`config.mk`:
```
export PLATFORM = sky130hd
export DESIGN_NAME = cipher_out_fifo_flat
export DESIGN_NICKNAME = d
export VERILOG_FILES = /design/src/rtl/aes_pkg.sv /design/src/rtl/cipher_out_fifo_if.sv /design/src/rtl/cipher_out_fifo.sv /design/src/flat_wrapper.sv
export SDC_FILE = /design/constraint.sdc
export NUM_CORES = 1
export LEC_CHECK = 0
export CAP_MARGIN = 20
export CORE_AREA = 2 2 242 244
export CTS_CLUSTER_SIZE = 14
export DETAILED_ROUTE_END_ITERATION = 10
export DIE_AREA = 0 0 244 246
export GPL_TIMING_DRIVEN = 0
export PLACE_DENSITY_LB_ADDON = 0.1
export SYNTH_ARGS = -nofsm -noshare
export SYNTH_HDL_FRONTEND = slang
export SYNTH_SLANG_ARGS = --single-unit
```
`constraint.sdc`:
```
create_clock -name clk -period 3.82 [get_ports clk]
set_clock_uncertainty 0.1 [all_clocks]
set_input_delay 0.764 -clock clk [delete_from_list [all_inputs] [get_ports clk]]
set_output_delay 0.764 -clock clk [all_outputs]
set_load 0.01 [all_outputs]
```
`src/rtl/aes_pkg.sv`:
```
`default_nettype none
// ============================================================================
// Module : aes_pkg
// Brief  : Shared AES constants and types for the cipher datapath blocks.
// Rev    : 1.0  initial release
// ============================================================================
package aes_pkg;
    localparam int AES_BLOCK_W           = 128;
    localparam int CIPHER_FIFO_DEPTH_DEF = 4;

    typedef logic [AES_BLOCK_W-1:0] aes_block_t;
endpackage
`default_nettype wire

```
`src/rtl/cipher_out_fifo_if.sv`:
```
`default_nettype none
// ============================================================================
// Module : cipher_out_fifo_if
// Brief  : Ciphertext capture strobe plus valid/ready delivery handshake.
// Rev    : 1.0  initial release
// ============================================================================
interface cipher_out_fifo_if
    import aes_pkg::*;
#(
    parameter int BLOCK_LENGTH = AES_BLOCK_W
);
    logic [BLOCK_LENGTH-1:0] IN;
    logic                    in_valid;
    logic [BLOCK_LENGTH-1:0] OUT;
    logic                    out_valid;
    logic                    out_ready;

    // slave is the FIFO itself; master is the pipeline/consumer environment
    modport slave  (input  IN, in_valid, out_ready, output OUT, out_valid);
    modport master (output IN, in_valid, out_ready, input  OUT, out_valid);
endinterface
`default_nettype wire

```
`src/rtl/cipher_out_fifo.sv`:
```
`default_nettype none
// ============================================================================
// Module : cipher_out_fifo
// Brief  : FWFT output buffer for AES ciphertext with sticky overflow flag.
//          Define CIPHER_FIFO_DROP_CNT_EN to add a saturating drop counter.
// Rev    : 1.0  initial release
// ============================================================================
module cipher_out_fifo
    import aes_pkg::*;
#(
    parameter int BLOCK_LENGTH = AES_BLOCK_W,
    parameter int DEPTH        = CIPHER_FIFO_DEPTH_DEF,
    parameter int ADDR_W       = $clog2(DEPTH)
) (
    input  wire logic              clk,
    input  wire logic              rst,
    cipher_out_fifo_if.slave       bus,
    output logic [ADDR_W:0]        count,
    output logic                   full,
    output logic                   empty,
    output logic                   overflow,
    input  wire logic              ovf_clr
`ifdef CIPHER_FIFO_DROP_CNT_EN
    ,
    output logic [15:0]            drop_cnt
`endif
);

    localparam logic [ADDR_W:0] c_full_count = (ADDR_W+1)'(DEPTH);

    logic [BLOCK_LENGTH-1:0] mem_q [DEPTH];
    logic [ADDR_W-1:0]       wr_ptr_q, wr_ptr_d;
    logic [ADDR_W-1:0]       rd_ptr_q, rd_ptr_d;
    logic [ADDR_W:0]         count_q,  count_d;
    logic                    ovf_q,    ovf_d;

    logic w_pop;
    logic w_push;
    logic w_drop;

    // Status is decoded straight from the count register, so out_valid
    // never sees out_ready combinationally.
    assign full          = (count_q == c_full_count);
    assign empty         = (count_q == '0);
    assign count         = count_q;
    assign overflow      = ovf_q;
    assign bus.out_valid = !empty;
    assign bus.OUT       = mem_q[rd_ptr_q];

    assign w_pop  = bus.out_valid && bus.out_ready;
    assign w_push = bus.in_valid && (!full || w_pop);
    assign w_drop = bus.in_valid && full && !w_pop;

    always_comb begin
        wr_ptr_d = wr_ptr_q;
        rd_ptr_d = rd_ptr_q;
        count_d  = count_q;
        ovf_d    = ovf_q;

        if (w_push) wr_ptr_d = wr_ptr_q + 1'b1;
        if (w_pop)  rd_ptr_d = rd_ptr_q + 1'b1;

        if (w_push && !w_pop)      count_d = count_q + 1'b1;
        else if (w_pop && !w_push) count_d = count_q - 1'b1;

        // A drop in the clearing cycle keeps the flag set
        if (w_drop)       ovf_d = 1'b1;
        else if (ovf_clr) ovf_d = 1'b0;
    end

    always_ff @(posedge clk or negedge rst) begin
        if (!rst) begin
            wr_ptr_q <= '0;
            rd_ptr_q <= '0;
            count_q  <= '0;
            ovf_q    <= 1'b0;
            for (int i = 0; i < DEPTH; i++) begin
                mem_q[i] <= '0;
            end
        end else begin
            wr_ptr_q <= wr_ptr_d;
            rd_ptr_q <= rd_ptr_d;
            count_q  <= count_d;
            ovf_q    <= ovf_d;
            if (w_push) begin
                mem_q[wr_ptr_q] <= bus.IN;
            end
        end
    end

`ifdef CIPHER_FIFO_DROP_CNT_EN
    logic [15:0] drop_cnt_q, drop_cnt_d;

    always_comb begin
        drop_cnt_d = drop_cnt_q;
        if (ovf_clr) begin
            drop_cnt_d = w_drop ? 16'd1 : 16'd0;
        end else if (w_drop && (drop_cnt_q != 16'hFFFF)) begin
            drop_cnt_d = drop_cnt_q + 16'd1;
        end
    end

    always_ff @(posedge clk or negedge rst) begin
        if (!rst) begin
            drop_cnt_q <= '0;
        end else begin
            drop_cnt_q <= drop_cnt_d;
        end
    end

    assign drop_cnt = drop_cnt_q;
`endif

endmodule
`default_nettype wire
```
`src/flat_wrapper.sv`:
```
// flat-port wrapper written by rule: the top's interface ports become plain ports
module cipher_out_fifo_flat import aes_pkg::*;
#(
    parameter int BLOCK_LENGTH = AES_BLOCK_W,
    parameter int DEPTH        = CIPHER_FIFO_DEPTH_DEF,
    parameter int ADDR_W       = $clog2(DEPTH)
)
  (clk, rst, count, full, empty, overflow, ovf_clr, bus_IN, bus_in_valid, bus_out_ready, bus_OUT, bus_out_valid);
  cipher_out_fifo_if #(.BLOCK_LENGTH(BLOCK_LENGTH)) bus_i ();
  input  wire logic clk;
  input  wire logic rst;
  output logic [ADDR_W:0] count;
  output logic full;
  output logic empty;
  output logic overflow;
  input  wire logic ovf_clr;
  input wire logic [$bits(bus_i.IN)-1:0] bus_IN;
  input wire logic [$bits(bus_i.in_valid)-1:0] bus_in_valid;
  input wire logic [$bits(bus_i.out_ready)-1:0] bus_out_ready;
  output wire logic [$bits(bus_i.OUT)-1:0] bus_OUT;
  output wire logic [$bits(bus_i.out_valid)-1:0] bus_out_valid;
  assign bus_i.IN = bus_IN;
  assign bus_i.in_valid = bus_in_valid;
  assign bus_i.out_ready = bus_out_ready;
  assign bus_OUT = bus_i.OUT;
  assign bus_out_valid = bus_i.out_valid;
  cipher_out_fifo #(.BLOCK_LENGTH(BLOCK_LENGTH), .DEPTH(DEPTH), .ADDR_W(ADDR_W)) u_core (.clk(clk), .rst(rst), .bus(bus_i), .count(count), .full(full), .empty(empty), .overflow(overflow), .ovf_clr(ovf_clr));
endmodule
```
==> metrics.md, run 1 <==
| Metric | Value |
|---|---|
| Hold Path Sink | `u_core.mem_q[469]` |
| P&R area growth vs syn | `25.7%` |
| Max Root-Sink Buffers | `3` |
| Synth area leaders | `dfrtp_1 (57%), mux2_2 (26%), mux4_2 (13%)` |
| Worst-skew pair later-pin latency | `0.60 ns` |
| Dpl cell area | `26400 sq um` |
| Mapped Cells | `1281` |
| Initial antenna violation count | `5` |
| Core area | `57400 sq um` |
| DR vias | `12.3k` |
| Number of global-route vias before repair | `13.9k` |
| PortBufs | `267` |
| Crit-path max FO | `10` |
| Routed wire per std cell | `21.6 um` |
| Nets | `1754` |
| Final std cells w/o fill | `2427` |
| Setup crit end kind | `output port` |
| CP startpoint kind | `flop` |
| Post-route ant nets | `0` |
| Min-delay worst type | `reg2reg` |
| CTS tree | `built` |
| Synth unique cells | `21` |
| Root Driver | `clkbuf_16` |
| Reg2reg end | `u_core.count[1]` |
| Final core occ | `0.497` |
| Share of flip-flops with an asynchronous set or reset | `1.00` |
| Final number of setup-violating endpoints | `0` |
| Crit-path max cell delay | `0.57 ns` |
| #FFs+latches synth | `520` |
| Clk slew on worst S/H paths | `0.06 ns` |
| Number of DRC markers in iteration 0 | `434` |
| Layout cells sized above 1 | `0.496` |
| Slew margin rel. | `0.489` |
| RSZ-0062 raised after global routing | `true` |
| Fill cell total of the finished layout | `4915` |
| Mapped Nets | `1420` |
| Hold Slack | `0.398 ns` |
| Finished Cell Area | `28500 sq um` |
| Crit share post-route | `0.959` |
| Worst Hold Launch | `u_core.mem_q[469]` |
| Worst reg2reg path depth | `6` |
| Num rows | `88` |
| Leading area contributor after synthesis | `dfrtp_1` |
| Clk sinks | `520` |
| GRT Residual Overflow | `0` |
| TritonCTS Buffers | `59` |
| First-pass GRT wire length | `83.0 mm` |
| Crit-path most repeated cell | `buf_4` |
| DRT Pass-1 Iters | `4` |
| Die Y | `246 um` |
| Largest net degree at the start of global routing | `114` |
| Post-Route WL | `52.5 mm` |
| Slowest CP cell | `mux4_2` |
| EDFF count, synth | `0` |
| Effective utilization at floorplan | `0.395` |
| Post-synth top area share | `0.574` |
| Synthesized cell area | `22700 sq um` |
| CTS H-Tree Depth | `2` |
| Arrival time worst endpoint | `2.80 ns` |
| Peak supply drop | `0.000499 V` |
| PwrDens | `980 nW/um^2` |
| Commonest non-fill, non-tap cell in the layout | `dfrtp_1` |
| RR Startpoint | `u_core.count[0]` |
| Setup TNS | `0 ns` |
| Fmax | `273 MHz` |
| Reg2reg setup slack | `1.40 ns` |
| Area of the multi-input gates | `8900 sq um` |
| Die ar. | `60000 sq um` |
| Final Hold Fails | `0` |
| Critical Path RT | `2.96 ns` |
| Final Max Tran Viols | `0` |
| Outcome | `complete, no violations` |
| WS Path Type | `reg2out` |
| Pleak | `11.6 nW` |
| Max-Cap Viols | `0` |
| Mean area per synthesized cell | `17.7 sq um` |
| Most frequent cells in the layout | `dfrtp_1 (520), mux2_2 (514), clkdlybuf4s50_1 (266)` |
| Io pins | `268` |
| Worst-margin pin slew | `0.767 ns` |
| Drc violations | `0` |
| HPWL Detailed | `34.9 mm` |
| Die Width | `244 um` |
| Hold Path Depth | `1` |
| Sequential fraction of the synthesis area | `0.574` |
| Ys flop type | `dfrtp_1` |
| Total track usage | `0.180` |
| Vias/cell | `5.07` |
| GPL Wtd Cong | `0.710` |
| Tmin final | `3.67 ns` |
| Register area | `13000 sq um` |
| Placed cells | `2318` |
| Cells along the critical path | `clkbuf_1, buf_4, buf_4, mux4_2, clkdlybuf4s50_1` |
| Synth warnings | `0` |
==> critical path: cells and delay by family, from the launching register on <==
family,cells,cell delay [ns]
multiplexers,1,0.57
flip-flops,1,0.36
buffers and inverters,4,1.27
==> cells by family (layout without fill, tap and decap cells) <==
group / Yosys count / in the layout / share of synthesized area
flops: 520 / 520 / 0.574
buf+inv: 90 / 468 / 0.0335
simple gates: 16 / 16 / 0.00403
xor+xnor: 6 / 6 / 0.00232
fa+ha+maj: 6 / 6 / 0.00364
mux: 642 / 642 / 0.382
other cells: 0 / 3 / 0
compound gates: 1 / 1 / 0.000221
==> cells in the mapped netlist, drive strengths merged (2+ instances only) <==
library cell / count
dfrtp: 520
mux2: 514
mux4: 128
buf: 76
clkbuf: 9
nand2: 6
ha: 5
inv: 5
nor2: 5
xnor2: 4
xor2: 2
==> per-layer routing <==
metal	vias up	global-route usage	routed length, um
met3	88	0.0386	2500
met5	-	0	38
li1	5461	-	-
met2	200	0.294	25400
met4	6	0.0543	1280
met1	6538	0.243	23300
==> state kept, by name, summed over array words and instances (netlist names) <==
name / cells
u_core.mem_q: 512
u_core.rd_ptr_q: 2
u_core.wr_ptr_q: 2
u_core.overflow: 1
u_core.count: 3
==> how the worst max path moves through the flow <==
stage / depth (start not counted) / start / endpoint / slack (ns)
floorplan: 6 / bus_out_ready / u_core.count[1] / 1.31
global placement: 1 / rst / u_core.mem_q[219] / -21.36
detailed placement: 4 / u_core.rd_ptr_q[1] / bus_OUT[7] / 0.11
CTS: 4 / u_core.rd_ptr_q[1] / bus_OUT[93] / 0.02
global route: 5 / u_core.rd_ptr_q[0] / bus_OUT[39] / -0.009
finish: 5 / u_core.rd_ptr_q[0] / bus_OUT[48] / 0.15
==> final cells by class <==
type / count / area share
Multi-Input combinational cell: 671 / 0.312
Buffer: 85 / 0.0283
Tap cell: 765 / 0.0336
Antenna cell: 3 / 0.000263
Sequential cell: 520 / 0.457
Inverter: 5 / 0.000659
Clock inverter: 11 / 0.00457
Clock buffer: 94 / 0.0646
Timing Repair Buffer: 273 / 0.0991
==> metrics by stage <==
stage | power, mW | setup WS, ns
2_1_floorplan | 17.2 | 1.31
3_3_place_gp | 22.3 | -21.36
3_5_place_dp | 22.5 | 0.114
6_report | 27.9 | 0.155
4_1_cts | 28.4 | 0.0218
5_1_grt | 29.6 | -0.00889
==> timing repair <==
action / CTS / global route
setup endpoints to repair: 119 / 10
hold endpoints to repair: 55 / 0
resized for setup: 25 / 4
hold buffers: 1 / 0
setup buffers: 0 / 0
==> power by group <==
part	total, mW	switching (mW)	internal, mW
clock	5.70	2.24	3.46
combinational	12.5	4.75	7.77
sequential	9.70	1.34	8.36
No activity file was read; power rests on OpenSTA's default activity.
==> run 2: changes to the inputs <==
- ABC_AREA: not set -> 1
- CORE_AREA: 2 2 242 244 -> 2 2 255 257
- DIE_AREA: 0 0 244 246 -> 0 0 257 259
- PLACE_DENSITY: not set -> 0.69
- PLACE_DENSITY_LB_ADDON: 0.1 -> not set
==> run 2 against run 1 <==
Effect of this change:
- die area grew 11%
- cell area increased by 11%
- count of clock-buffer cells in the layout decreased by 10
- synthesized cell count rose by 140%
- setup slack worse by 0.14 ns
- non-clock buffer count is 228 higher
- critical endpoint is now bus_OUT[11]
- highest routed layer is now met4
- maximum frequency fell by 3.6%
- largest power group unchanged
- critical path depth is 2 higher
- wire length increased by 74%
- cell count grew 77%
- first-iteration DRC count rose to 6.0 times the previous value
==> metrics.md, run 2 <==
| Metric | Value |
|---|---|
| DRT Pass-1 Iters | `5 (+1)` |
| Io pins | `268 (unchanged)` |
| Initial antenna violation count | `2 (-3)` |
| Number of global-route vias before repair | `23.5k (+69%)` |
| Most instantiated cells after synthesis | `nand2_1 (1038), dfrtp_1 (520), nand4_1 (512)` |
| EDFF count, synth | `0 (unchanged)` |
| Num rows | `93 (+5.7%)` |
| PortBufs | `266 (-0.37%)` |
| Mean area per synthesized cell | `8.30 sq um (-53%)` |
| Hold Path Sink | `u_core.mem_q[197]` |
| GRT Max-Usage Layer | `met2` |
| Worst reg2reg path depth | `6 (unchanged)` |
| RR Startpoint | `u_core.wr_ptr_q[0]` |
| Commonest non-fill, non-tap cell in the layout | `nand2_1` |
| Clk slew on worst S/H paths | `0.07 ns (about the same)` |
| Post-synth top area share | `0.513 (-0.0606)` |
| Largest net degree at the start of global routing | `115 (+0.88%)` |
| Met1 Usage GRT | `0.367 (+0.125)` |
| Drc violations | `0 (unchanged)` |
| Max Root-Sink Buffers | `3 (unchanged)` |
| Setup TNS | `0 ns (unchanged)` |
| Arrival time worst endpoint | `2.94 ns (+0.14 ns)` |
| Final number of setup-violating endpoints | `0 (unchanged)` |
| Fmax | `263 MHz (-3.6%)` |
| Hold Path Depth | `2 (+1)` |
| Synth unique cells | `22 (+4.8%)` |
| CP startpoint kind | `flop` |
| Core area | `63900 sq um (+11%)` |
| Slew margin rel. | `0.192 (-0.296)` |
| Final Max Tran Viols | `0 (unchanged)` |
| DR vias | `24.4k (+99%)` |
| Most flops, register | `u_core.mem_q` |
| Routed wire per std cell | `21.3 um (-1.3%)` |
| Overall power | `30.0 mW (+7.4%)` |
| Nets | `3528 (+100%)` |
| Postcts setup bufs | `0 (unchanged)` |
| CTS H-Tree Depth | `2 (unchanged)` |
| Effective utilization at floorplan | `0.397 (+0.00161)` |
| Fin worst setup slack | `0.0173 ns (-0.138 ns)` |
| First-pass GRT wire length | `139 mm (+68%)` |
| Max-Cap Viols | `0 (unchanged)` |
| Vias/cell | `5.69 (+12%)` |
| Outcome | `complete, no violations` |
| Mapped Nets | `3194 (+120%)` |
| Share of flip-flops with an asynchronous set or reset | `1.00 (unchanged)` |
| Leading area contributor after synthesis | `dfrtp_1` |
| Worst Hold Launch | `u_core.mem_q[197]` |
| Most common cell in the synthesized netlist | `nand2_1` |
| GRT Residual Overflow | `0 (unchanged)` |
| Clk sinks | `520 (unchanged)` |
| RSZ-0062 raised after global routing | `false` |
| CTS tree | `built` |
| Mapped Cells | `3055 (+140%)` |
| Most frequent cells in the layout | `nand2_1 (1038), dfrtp_1 (519), nand4_1 (512)` |
| Min-delay worst type | `reg2reg` |
| HPWL Detailed | `62.1 mm (+78%)` |
| Peak supply drop | `0.000420 V (-16%)` |
| Crit share post-route | `0.995 (+0.0360)` |
| PwrDens | `951 nW/um^2 (-2.9%)` |
| Post-route ant nets | `0 (unchanged)` |
| Synth area leaders | `dfrtp_1 (51%), nand2_1 (15%), nand4_1 (13%)` |
| M2 GR Usage | `0.422 (+0.129)` |
| Root Driver | `clkbuf_16` |
| Critical Path RT | `2.96 ns (about the same)` |
| TritonCTS Buffers | `57 (-3.4%)` |
| Post-Route WL | `91.5 mm (+74%)` |
| Die ar. | `66600 sq um (+11%)` |
| Number of DRC markers in iteration 0 | `2588 (+500%)` |
| Dpl cell area | `29300 sq um (+11%)` |
| Dpl ws | `0.358 ns (+0.244 ns)` |
| Die Width | `257 um (+5.3%)` |
| Tmin final | `3.80 ns (+0.138 ns)` |
| Max reg flops | `512 (unchanged)` |
| Worst-skew pair later-pin latency | `0.64 ns (+0.04 ns)` |
| #FFs+latches synth | `520 (unchanged)` |
| Finished Cell Area | `31500 sq um (+11%)` |
| Synth warnings | `0 (unchanged)` |
| Final Hold Fails | `0 (unchanged)` |
| Sequential fraction of the synthesis area | `0.513 (-0.0606)` |
| Pleak | `15.3 nW (+32%)` |
| Reg2reg setup slack | `1.14 ns (-0.26 ns)` |
| Synthesized cell area | `25400 sq um (+12%)` |
| GPL Wtd Cong | `0.868 (+22%)` |
| GR met3 Demand/Resource | `0.0481 (+0.00957)` |
| Ys flop type | `dfrtp_1` |
| Total track usage | `0.269 (+0.0886)` |
| Reg2reg end | `u_core.mem_q[157]` |
| Setup crit end kind | `output port` |
| Worst-margin pin slew | `1.21 ns (+0.445 ns)` |
| P&R area growth vs syn | `24.4%` |
| Layout cells sized above 1 | `0.105 (-0.391)` |
| WS Path Type | `reg2out` |
| Die Y | `259 um (+5.3%)` |
| Crit-path max FO | `10 (unchanged)` |
==> run 2: cell types whose count changed in the layout (fill, tap and decap cells not counted), sizes merged, moves of 7 or more <==
cell,change
buf,+153
clkbuf,+67
nand2,+1032
clkdlybuf4s50,-7
o22ai,+128
nand3,+7
nor2,+252
o21ai,+257
nand4,+512
mux2,-514
mux4,-128
inv,+9
==> run 2: cell type report <==
type | count | area, sq um
Antenna cell | 1 | 2.50
Buffer | 311 | 2070
Clock buffer | 84 | 1690
Clock inverter | 19 | 258
Fill cell | 6045 | 32300
Inverter | 12 | 45.0
Multi-Input combinational cell | 2212 | 10500
Sequential cell | 520 | 13000
Tap cell | 855 | 1070
Timing Repair Buffer | 275 | 2870
==> run 2: critical path, cell delays in order (launching register included) <==
cell             delay (ns)
dfrtp_2                0.49
buf_6                  0.22
inv_2                  0.14
buf_8                  0.21
buf_2                  0.26
o21ai_0                0.13
o22ai_2                0.24
clkdlybuf4s50_1        0.60
==> run 2: layer usage <==
layer	share of wire	wire length [um]
met2	0.46	41600
met5	0	0
met1	0.41	37900
met3	0.089	8170
met4	0.042	3800
==> run 2: repair_timing <==
action / 4_1_cts / 5_1_grt
endpoints found under the setup margin: 117 / 81
hold buffers: 1 / 0
resized for setup: 55 / 45
pin swaps: 0 / 5
endpoints found under the hold margin: 50 / 0
==> run 2: cells by family (layout without fill, tap and decap cells) <==
| logic type | Yosys count | count (layout) | synth area share |
|---|---|---|---|
| AOI/OAI and AO/OA | 386 | 386 | 0.0825 |
| adders and majority gates | 6 | 6 | 0.00326 |
| DFF | 520 | 520 | 0.513 |
| other | 0 | 1 | 0 |
| xor gates and xnor gates | 4 | 4 | 0.00138 |
| and+or+nand+nor | 1816 | 1816 | 0.320 |
| buffers and inverters | 323 | 701 | 0.0795 |
==> run 2: worst max-delay path by stage <==
stage	endpoint	startpoint	slack (ns)	cells past startpoint
after detailed placement	bus_OUT[46]	u_core.rd_ptr_q[0]	0.36	7
after CTS	bus_OUT[57]	u_core.rd_ptr_q[0]	0.001	7
after global placement	u_core.mem_q[438]	rst	-21.91	1
after floorplan	u_core.count[2]	bus_out_ready	1.40	12
final	bus_OUT[11]	u_core.rd_ptr_q[0]	0.02	7
after global routing	bus_OUT[101]	u_core.rd_ptr_q[0]	0.002	7
==> run 2: report_power, final <==
group | internal (mW) | switching, mW
sequential | 8.02 | 1.36
combinational | 5.89 | 8.92
clock | 3.44 | 2.36
==> run 2: stage by stage <==
step / util / cells / hold slack (ns)
2_1_floorplan: - / 3055 / 0.337
3_3_place_gp: 0.455 / 4176 / 0.348
3_5_place_dp: 0.458 / 4183 / 0.353
4_1_cts: 0.491 / 4287 / 0.368
5_1_grt: 0.494 / 4289 / 0.378
6_report: 0.494 / 4289 / 0.365
==> run 3: changes to the inputs <==
- MAX_ROUTING_LAYER: not set -> met4
==> run 3 against run 2 <==
Effect of this change:
- wire length is essentially flat
- power is essentially flat
- cell count is essentially flat
- sequential share of layout area is essentially flat
- global-route usage grew 0.85 points
- clock power is essentially flat
- count of clock-buffer cells in the layout is the same
- via count is essentially flat
- register-to-register slack lost 0.02 ns
- critical path type unchanged
- largest power group unchanged
- highest routed layer unchanged
==> metrics.md, run 3 (synthesis results as in run 2) <==
| Metric | Value |
|---|---|
| Outcome | `complete, no violations` |
| Effective utilization at floorplan | `0.397 (unchanged)` |
| Peak supply drop | `0.000420 V (about the same)` |
| Switching Power | `12.6 mW (about the same)` |
| WP depth | `7 (unchanged)` |
| Vias/cell | `5.69 (about the same)` |
| CTS tree | `built` |
| Pleak | `15.3 nW (about the same)` |
| Num rows | `93 (unchanged)` |
| P&R area growth vs syn | `24.4% (about the same)` |
| Die ar. | `66600 sq um (unchanged)` |
| Slew margin rel. | `0.160 (-0.0319)` |
| Fill cell total of the finished layout | `6046 (+0.017%)` |
| Slowest CP cell | `clkdlybuf4s50_1` |
| Share of power burned in registers | `0.313 (about the same)` |
| Clk slew on worst S/H paths | `0.06 ns (about the same)` |
| Post-Route WL | `91.5 mm (about the same)` |
| M2 GR Usage | `0.423 (+0.000599)` |
| Cells along the critical path | `buf_6, inv_2, buf_8, buf_2, o21ai_0, o22ai_2, clkdlybuf4s50_1` |
| WS Path Type | `reg2out` |
| Commonest non-fill, non-tap cell in the layout | `nand2_1` |
| Final std cells w/o fill | `4290 (+0.023%)` |
| Delay-heaviest family, CP | `buffers and inverters` |
| DRT Pass-1 Iters | `8 (+3)` |
| Crit-path max FO | `10 (unchanged)` |
| Max reg flops | `512 (unchanged)` |
| Core area | `63900 sq um (unchanged)` |
| PwrDens | `951 nW/um^2 (about the same)` |
| Crit-path max cell delay | `0.60 ns (about the same)` |
| GRT Max-Usage Layer | `met2` |
| Worst reg2reg path depth | `6 (unchanged)` |
| Die Width | `257 um (unchanged)` |
| Routed wire per std cell | `21.3 um (about the same)` |
| Setup TNS | `0 ns (unchanged)` |
| Most frequent cells in the layout | `nand2_1 (1038), dfrtp_1 (519), nand4_1 (512)` |
| Drc violations | `0 (unchanged)` |
| Register area | `13000 sq um (unchanged)` |
| TritonCTS Buffers | `57 (unchanged)` |
| Setup crit end kind | `output port` |
| Initial antenna violation count | `2 (unchanged)` |
| Switching power share of the total | `0.421 (about the same)` |
| Crit share post-route | `0.993 (-0.00234)` |
| Area of the multi-input gates | `10500 sq um (about the same)` |
| Root Driver | `clkbuf_16` |
| Overall power | `30.0 mW (about the same)` |
| Largest net degree at the start of global routing | `115 (unchanged)` |
| Worst-skew pair later-pin latency | `0.64 ns (about the same)` |
| GR met3 Demand/Resource | `0.0471 (-0.00107)` |
| First-pass GRT wire length | `139 mm (about the same)` |
| Arrival time worst endpoint | `2.93 ns (about the same)` |
| GPL Wtd Cong | `0.882 (+1.6%)` |
| Clock share of power | `0.194 (about the same)` |
| Worst-margin pin slew | `1.26 ns (+0.0478 ns)` |
| CTS H-Tree Depth | `2 (unchanged)` |
| HPWL Detailed | `62.1 mm (unchanged)` |
| P_int | `17.4 mW (about the same)` |
| Layout cells sized above 1 | `0.106 (+0.000291)` |
| Fmax | `264 MHz (+0.24%)` |
| Number of global-route vias before repair | `23.5k (+0.026%)` |
| RSZ-0062 raised after global routing | `false` |
| Max Root-Sink Buffers | `3 (unchanged)` |
| Min-delay worst type | `reg2reg` |
| CP startpoint kind | `flop` |
| Post-route ant nets | `0 (unchanged)` |
| Met1 Usage GRT | `0.369 (+0.00107)` |
| Final Hold Fails | `0 (unchanged)` |
| PortBufs | `266 (unchanged)` |
| Most flops, register | `u_core.mem_q` |
| Clk sinks | `520 (unchanged)` |
| Die Y | `259 um (unchanged)` |
| DR vias | `24.4k (-0.066%)` |
| Number of DRC markers in iteration 0 | `2572 (-0.62%)` |
| Buf+Inv Stages, Crit Path | `5 (unchanged)` |
| Nets | `3528 (unchanged)` |
| Io pins | `268 (unchanged)` |
| Placed cells | `4183 (unchanged)` |
| Max-Cap Viols | `0 (unchanged)` |
| Tmin final | `3.79 ns (-0.00893 ns)` |
| Critical Path RT | `2.96 ns (about the same)` |
| Final number of setup-violating endpoints | `0 (unchanged)` |
| Final Max Tran Viols | `0 (unchanged)` |
| Total track usage | `0.277 (+0.00851)` |
| Combinational share of power | `0.494 (about the same)` |
| Hold Path Depth | `2 (unchanged)` |
| GRT Residual Overflow | `0 (unchanged)` |
==> run 3: cell types whose count changed in the layout (fill, tap and decap cells not counted) <==
cell | before | now
buf_2 | 86 | 87
clkbuf_2 | 20 | 19
diode_2 | 1 | 2
o22ai_1 | 96 | 95
o22ai_2 | 32 | 33
==> run 3: path summary, 6_finish.rpt <==
kind | start | end | slack, ns
worst max-delay path | u_core.rd_ptr_q[0] | bus_OUT[11] | 0.03
worst min-delay path | u_core.mem_q[351] | u_core.mem_q[351] | 0.36
worst max register to register | u_core.wr_ptr_q[0] | u_core.mem_q[157] | 1.12
worst min register to register | u_core.mem_q[351] | u_core.mem_q[351] | 0.36
max in group asynchronous | rst | u_core.mem_q[436] | 1.21
min in group asynchronous | rst | u_core.mem_q[504] | 0.52
==> run 3: layout make-up <==
type / instances / area share
buffer: 311 / 0.0657
multi-input combinational: 2212 / 0.334
sequential: 520 / 0.412
inverter: 12 / 0.00143
clock inverter: 19 / 0.00817
clock buffer: 84 / 0.0535
antenna: 2 / 0.000159
timing repair buffer: 275 / 0.0909
tap: 855 / 0.0339
==> run 3: power groups by stage <==
stage	registers, mW	clock network [mW]	logic (mW)
6_report	9.39	5.81	14.8
5_1_grt	9.64	6.09	16.1
4_1_cts	9.33	5.85	14.6
3_5_place_dp	9.37	0	14.3
3_3_place_gp	9.40	0	14.1
2_1_floorplan	9.04	0	8.03
==> run 3: stage by stage <==
stage / setup slack (ns) / utilization / hold WS [ns] / area [sq um]
global placement: -21.91 / 0.455 / 0.348 / 29100
detailed placement: 0.358 / 0.458 / 0.353 / 29300
CTS: 0.00109 / 0.491 / 0.368 / 31400
floorplan: 1.40 / - / 0.337 / 25400
finish: 0.0262 / 0.494 / 0.365 / 31600
global route: 0.00533 / 0.494 / 0.378 / 31600
==> run 3: timing repair <==
item | in CTS | in global routing
setup endpoints to repair | 117 | 81
gates resized for setup | 55 | 47
pin swaps | 0 | 5
hold buffers | 1 | 0
buffers inserted | 0 | 0
hold endpoints to repair | 50 | 0
==> run 3: worst reg2reg max path, stage by stage (launching register included) <==
cell	delay, ns
dfrtp_1	0.42
inv_1	0.13
ha_1	0.20
clkbuf_1	0.94
buf_1	0.52
nand4_1	0.20
nand2_1	0.11
==> run 3: layer usage <==
metal / vias to the layer above / part of all wire
met5: - / 0
met3: 228 / 0.090
met2: 1187 / 0.46
li1: 11200 / -
met4: 0 / 0.040
met1: 11800 / 0.41
